<file path="src/rtl/ir_queue.sv">
// ir_queue: DEPTH-entry instruction/PC queue between fetch and decode, NOP when empty, single-cycle flush.
module ir_queue #(
  parameter int               WIDTH    = 32,
  parameter int               PC_WIDTH = 32,
  parameter int               DEPTH    = 4,
  parameter logic [WIDTH-1:0] NOP      = 32'h00000013
) (
  input  logic                         clock,
  input  logic                         reset,
  input  logic                         io_enq_valid,
  output logic                         io_enq_ready,
  input  logic [WIDTH-1:0]             io_enq_bits,
  input  logic [PC_WIDTH-1:0]          io_enq_pc,
  output logic                         io_deq_valid,
  input  logic                         io_deq_ready,
  output logic [WIDTH-1:0]             io_deq_bits,
  output logic [PC_WIDTH-1:0]          io_deq_pc,
  input  logic                         io_flush,
  output logic [$clog2(DEPTH+1)-1:0]   io_count
);
  localparam int AW = $clog2(DEPTH);
  localparam int CW = $clog2(DEPTH+1);
  logic [WIDTH-1:0]    mem_bits [DEPTH];
  logic [PC_WIDTH-1:0] mem_pc   [DEPTH];
  logic [AW-1:0]       rd_ptr, wr_ptr;
  logic [CW-1:0]       count;
  logic                enq, deq;
  // ready depends only on count, so there is no deq_ready -> enq_ready path
  assign io_enq_ready = count != CW'(DEPTH);
  assign io_deq_valid = count != '0;
  assign io_count     = count;
  assign io_deq_bits  = io_deq_valid ? mem_bits[rd_ptr] : NOP;
  assign io_deq_pc    = io_deq_valid ? mem_pc[rd_ptr] : '0;
  assign enq = io_enq_valid && io_enq_ready;
  assign deq = io_deq_valid && io_deq_ready;
  always_ff @(posedge clock or posedge reset) begin
    if (reset) begin
      rd_ptr <= '0;
      wr_ptr <= '0;
      count  <= '0;
      for (int i = 0; i < DEPTH; i++) begin
        mem_bits[i] <= NOP;
        mem_pc[i]   <= '0;
      end
    end else if (io_flush) begin
      rd_ptr <= '0;
      wr_ptr <= '0;
      count  <= '0;
    end else begin
      if (enq) begin
        mem_bits[wr_ptr] <= io_enq_bits;
        mem_pc[wr_ptr]   <= io_enq_pc;
        wr_ptr           <= wr_ptr + AW'(1);
      end
      if (deq) rd_ptr <= rd_ptr + AW'(1);
      count <= count + CW'(enq) - CW'(deq);
    end
  end
endmodule
</file>
<file path="config.mk">
export PLATFORM = sky130hd
export DESIGN_NAME = ir_queue
export DESIGN_NICKNAME = d
export VERILOG_FILES = /design/src/rtl/ir_queue.sv
export SDC_FILE = /design/constraint.sdc
export NUM_CORES = 1
export LEC_CHECK = 0
export ABC_CLOCK_PERIOD_IN_PS = 15150
export CORE_MARGIN = 8
export CORE_UTILIZATION = 55
export CTS_CLUSTER_DIAMETER = 60
export DETAILED_ROUTE_END_ITERATION = 7
export GPL_TIMING_DRIVEN = 0
export MAX_ROUTING_LAYER = met4
export PLACE_DENSITY = 0.78
export SLEW_MARGIN = 30
export SYNTH_ARGS = -nofsm -noshare
export SYNTH_HDL_FRONTEND = slang
export SYNTH_SLANG_ARGS = --single-unit
</file>
<file path="constraint.sdc">
create_clock -name clock -period 15.15 [get_ports clock]
set_input_delay 1.515 -clock clock [delete_from_list [all_inputs] [get_ports clock]]
set_output_delay 1.515 -clock clock [all_outputs]
set_load 0.02 [all_outputs]
</file>
After elaboration in Yosys (flattened, before gate mapping)
Index checks and enable logic that the tools add are counted.
Storage, ports and cells
  flip-flop bits (word level): 263
  bits of input ports: 69
  output and inout port bits: 69
  word-level logic and storage cells: 46
Cells by class
  $add $sub $neg: 4
  magnitude comparators: 3
  equal/unequal tests: 1
  mux-type cells: 17
  bitwise logic cells: 3
  reduce and logical (&&, ||, !) cells: 7
Operator list (count)
  $bwmux W128: 2
  $mux W32: 7
  $bmux W32 S2: 2
  $demux W32 S2: 1
  $mux W2: 4
  $ge A3 B3 Y1 const B: 2
  $not A2 Y3: 2
  $add A2 B1 Y2 const B: 2
  $reduce_bool A2 Y1: 2
  $add A3 B1 Y3: 1
  $logic_and A1 B1 Y1: 3
  $lt A3 B1 Y1 const B: 1
  $mux W3: 1
  $ne A3 B3 Y1 const B: 1
  $reduce_bool A3 Y1: 1
  $sub A3 B1 Y3: 1
  $reduce_and A2 Y1: 1
  $not A1 Y1: 1

Longest topological paths before layout
  depth in word-level cells: 6
  depth in mapped cells: 12
  gate-level depth less buffers: 11

Worst setup path before layout
OpenSTA, ideal clock, no wires.
  path type: reg-to-output
  start: register rd_ptr[0]
  end: output port io_deq_bits[25]
  arrival: 1.650 ns
  data required time: 13.635 ns
  setup slack: 11.985 ns
  stages on the path, launching flop included: 5
  path buffers: 2
  cells stage by stage: dfrtp_1 -> buf_2 -> buf_2 -> mux4_2 -> and2_1
Between the ends
  word-level cells in the longest chain between the ends: 5
Ends and longest elaborated chain
  start, declared: line 25  | logic [AW-1:0] rd_ptr, wr_ptr;
  start signal, assigned: line 55  | if (deq) rd_ptr <= rd_ptr + AW'(1);
  $not A2 Y3 (implied by the code): line 32  | assign io_deq_bits = io_deq_valid ? mem_bits[rd_ptr] : NOP;
  $bmux W32 S2: line 32
  $mux W32 (implied by the code) (2 in series): line 32
  $mux W32: line 32
  end, declared: line 16  | output logic [WIDTH-1:0] io_deq_bits,
Every way passes these cells. The select of a mux whose other input is x is not followed.

Worst setup path after layout
  start: register count[1] (netlist: io_count[1])
  end: output port io_deq_pc[29]
Between the ends
  word-level cells in the longest chain between the ends: 2
Ends and longest elaborated chain
  start, declared: line 26  | logic [CW-1:0] count;
  start signal, assigned: line 56  | count <= count + CW'(enq) - CW'(deq);
  $reduce_bool A3 Y1: line 30  | assign io_deq_valid = count != '0;
  $mux W32: line 33  | assign io_deq_pc = io_deq_valid ? mem_pc[rd_ptr] : '0;
  end, declared: line 17  | output logic [PC_WIDTH-1:0] io_deq_pc,
Every way passes these cells.

==> flow_summary.yaml <==
outcome:
  run_status: "completed"
routing:
  detailedRoute.firstPassIterationCount: 4
  finalWirelength_um: 27800
  drt_first_iter_violations: 333
  route.vias.total: 6850
  final_antenna_net_count: 0
  route.detailed.drc: 0
  detail_route.wl_per_cell_um: 22.2
  avgViaCountPerCell: 5.47
worst_setup_path:
  cp_slowest_stage_delay_ns: 0.69
  worst_setup_path_start_kind: "register"
  setup.worst_path.end_class: "output port"
  cp.arrival_ns: 3.25
  rr_startpoint: "io_count[1]$_DFF_PP0_"
  crit_slowest_cell: "nor3_1"
  critical_path.max_fanout: 10
  worst_r2r_endpoint: "io_count[2]$_DFF_PP0_"
  crit_cells: 5
  timing.critical_path.max_delay_family: "buffers and inverters"
  worst_path_buffer_plus_inverter_count: 3
  reg2reg_depth: 12
  crit_chain: "nor3_1 > inv_1 > clkbuf_1 > and2_1 > clkdlybuf4s50_1"
  path_class: "register to output port"
  cp_data_required_time_ns: 13.64
  timing.reg2reg.setup_slack_ns: 12.52
global_routing:
  global_route.usage.total: 0.200
  largest_net_degree_at_the_start_of_global_routing: 92
  first_pass_grt_wire_length_um: 45100
  vias_in_the_first_global_route: 7908
  globalRoute.totalOverflow: 0
  initial_antenna_violation_count: 1
synthesis:
  synth.area.mux_share: 0.396
  post_synth_fa_ha_maj_area_fraction: 0.00720
  yosys_warns: 0
  ys_seq_area_frac: 0.500
  yosys.area_share.xor_xnor: 0.00133
  yosys_register_bits: 263
  synth_compound_area_frac: 0.00227
  yosysTopAreaCellShare: 0.476
  synth_simple_gate_area_frac: 0.0408
  syn-num-nets: 815
  syn_inst: 739
  avgSynthCellArea_um2: 17.9
  synth.area.top_cells: "dfrtp_1 48%, mux2_4 27%, mux4_2 11%, buf_12 4.2%, and2_1 2.9%"
  synth_area_um2: 13200
  ys_types: 31
  synth_top_area_cell: "dfrtp_1"
  main_combinational_cell_family_by_area_after_synthesis: "multiplexers"
clock_network:
  path_clk_slew_ns: 0.06
  htree_num_levels: 1
  cts_root_buffer: "clkbuf_16"
  maximum_clock_path_buffer_count: 3
  postCtsSetupBuffers: 0
  clock_tree_from_tritoncts: "yes"
  resize_count_post_cts: 0
  holdBufCountCts: 0
  cts_inserted_buffers: 29
  cts_sinks: 263
  clk-insertion-delay-late_ns: 0.54
timing:
  slew_at_the_pin_closest_to_its_max_slew_limit_ns: 0.800
  min_period_ns: 4.77
  timing.final.setup_violations: 0
  post-route-period-util: 0.315
  finalMaxSlewViolations: 0
  finalClockSkew_ns: 0.00968
  worst_slew_margin_rel: 0.463
  clock.fmax_mhz: 210
  final.hold.worst_slack_ns: 0.504
  timing_hold_violations_final: 0
  unrepaired_setup_endpoints_after_global_routing: "no"
  setup-tns-final_ns: 0
worst_hold_path:
  timing.hold.worst_endpoint: "mem_pc[82]$_DFFE_PP0P_"
  hp-start: "mem_pc[82]$_DFFE_PP0P_"
  min-delay-path-class: "register to register"
  holdPathStages: 1
finish:
  n_fill_cell: 1589
  area_growth_syn_to_layout_pct: 22.7
  final_util: 0.688
  net_count_of_the_finished_layout: 985
  layout-drive-gt1-share: 0.468
  fin_area_um2: 16200
placement:
  globalplace.congestion: 0.725
  standard_cell_area_after_detailed_placement_um2: 15100
  buffer_ports.inserted: 136
  place_hpwl_um: 18200
power_and_ir_drop:
  totalPowerFinal_mw: 3.51
  ir_drop_mv: 0.134
  power_per_unit_of_standard_cell_area_nw_per_um2: 217
  static-leakage-power_nw: 7.06
die:
  core_area_um2: 23500
  rows: 56
  floorplan.initialDensity: 0.561
  chipHeight_um: 171
  num_io_pins: 138
  die_width_um: 171
  die-area_um2: 29200
job:
  max_capacitance_violation_count: 0
cell usage in the layout (no fill, tap or decap), types with 4 or more instances in the layout:
cell type,instances
clkbuf_16,29
and2_1,62
inv_1,7
mux4_2,64
clkdlybuf4s50_1,136
dfstp_2,12
bufinv_16,10
clkinv_2,6
buf_12,28
nor2_1,4
mux2_2,16
mux2_4,240
clkbuf_1,11
clkbuf_8,4
dfrtp_1,251
and3_4,4
buf_2,10
ha_1,6
Yosys cell counts:
library cell  count
nand3_1           1
nand2b_1          1
nor3_1            2
nand4b_1          1
buf_6             2
and2b_2           1
dfrtp_1         251
and2_1           62
and2_2            1
or3_1             1
mux4_2           64
mux2_4          240
nor2b_1           1
xor2_1            2
mux2_2           16
a21oi_1           1
nor2_1            4
o31ai_1           2
ha_1              6
o21ai_0           2
and3_4            4
fa_1              1
dfstp_2          12
or2_2             3
or3b_1            1
buf_1             2
inv_1             8
buf_12           28
nand2_1           1
buf_2            10
clkbuf_1          8
metal layers:
metal / track usage / vias to the layer above / share of wire
met5: - / - / 0
met3: 0.0286 / 25 / 0.042
li1: - / 3024 / -
met2: 0.323 / 143 / 0.49
met1: 0.271 / 3658 / 0.46
met4: 0.0367 / 0 / 0.013
registers in the layout, summed over array words and instances, names as in the netlist:
name and cells:
io_count 3, mem_bits 128, mem_pc 128, rd_ptr 2
wr_ptr 2
layout make-up:
type,instances,area [µm²],share of cell area
timing repair buffer,139,1440,0.0892
tap,319,399,0.0246
inverter,8,37.5,0.00232
buffer,50,671,0.0414
clock inverter,18,348,0.0215
sequential,263,6600,0.407
antenna,1,2.50,0.000155
clock buffer,36,792,0.0489
multi-input combinational,418,5910,0.365
metrics by stage:
stage | setup slack (ns) | cells
2_1_floorplan | 6.41 | 739
3_3_place_gp | 3.08 | 1194
3_5_place_dp | 10.91 | 1197
4_1_cts | 10.31 | 1251
5_1_grt | 10.17 | 1252
6_report | 10.38 | 1252
power breakdown:
part / switching [mW] / internal, mW
clock: 0.295 / 0.540
combinational: 0.557 / 0.921
sequential: 0.176 / 1.02
total: 1.03 / 2.48
logic make-up (layout without fill, tap and decap cells):
group / Yosys count / in the layout
AND/OR/NAND/NOR: 84 / 84
XOR/XNOR: 2 / 2
other: 0 / 1
AO/OA/AOI/OAI: 5 / 5
buffers and inverters: 58 / 251
flip-flops: 263 / 263
multiplexers: 320 / 320
adder cells (fa/ha/maj): 7 / 7
how the worst max path moves through the flow:
stage / from / slack (ns) / endpoint
2_1_floorplan: reset / 6.41 / io_count[0]$_DFF_PP0_
5_1_grt: io_count[1]$_DFF_PP0_ / 10.17 / io_deq_pc[29]
3_3_place_gp: reset / 3.08 / mem_bits[75]$_DFFE_PP0P_
6_report: io_count[1]$_DFF_PP0_ / 10.38 / io_deq_pc[29]
3_5_place_dp: io_count[1]$_DFF_PP0_ / 10.91 / io_deq_pc[29]
4_1_cts: io_count[1]$_DFF_PP0_ / 10.31 / io_deq_pc[29]
(Power assumes the default switching activity.)
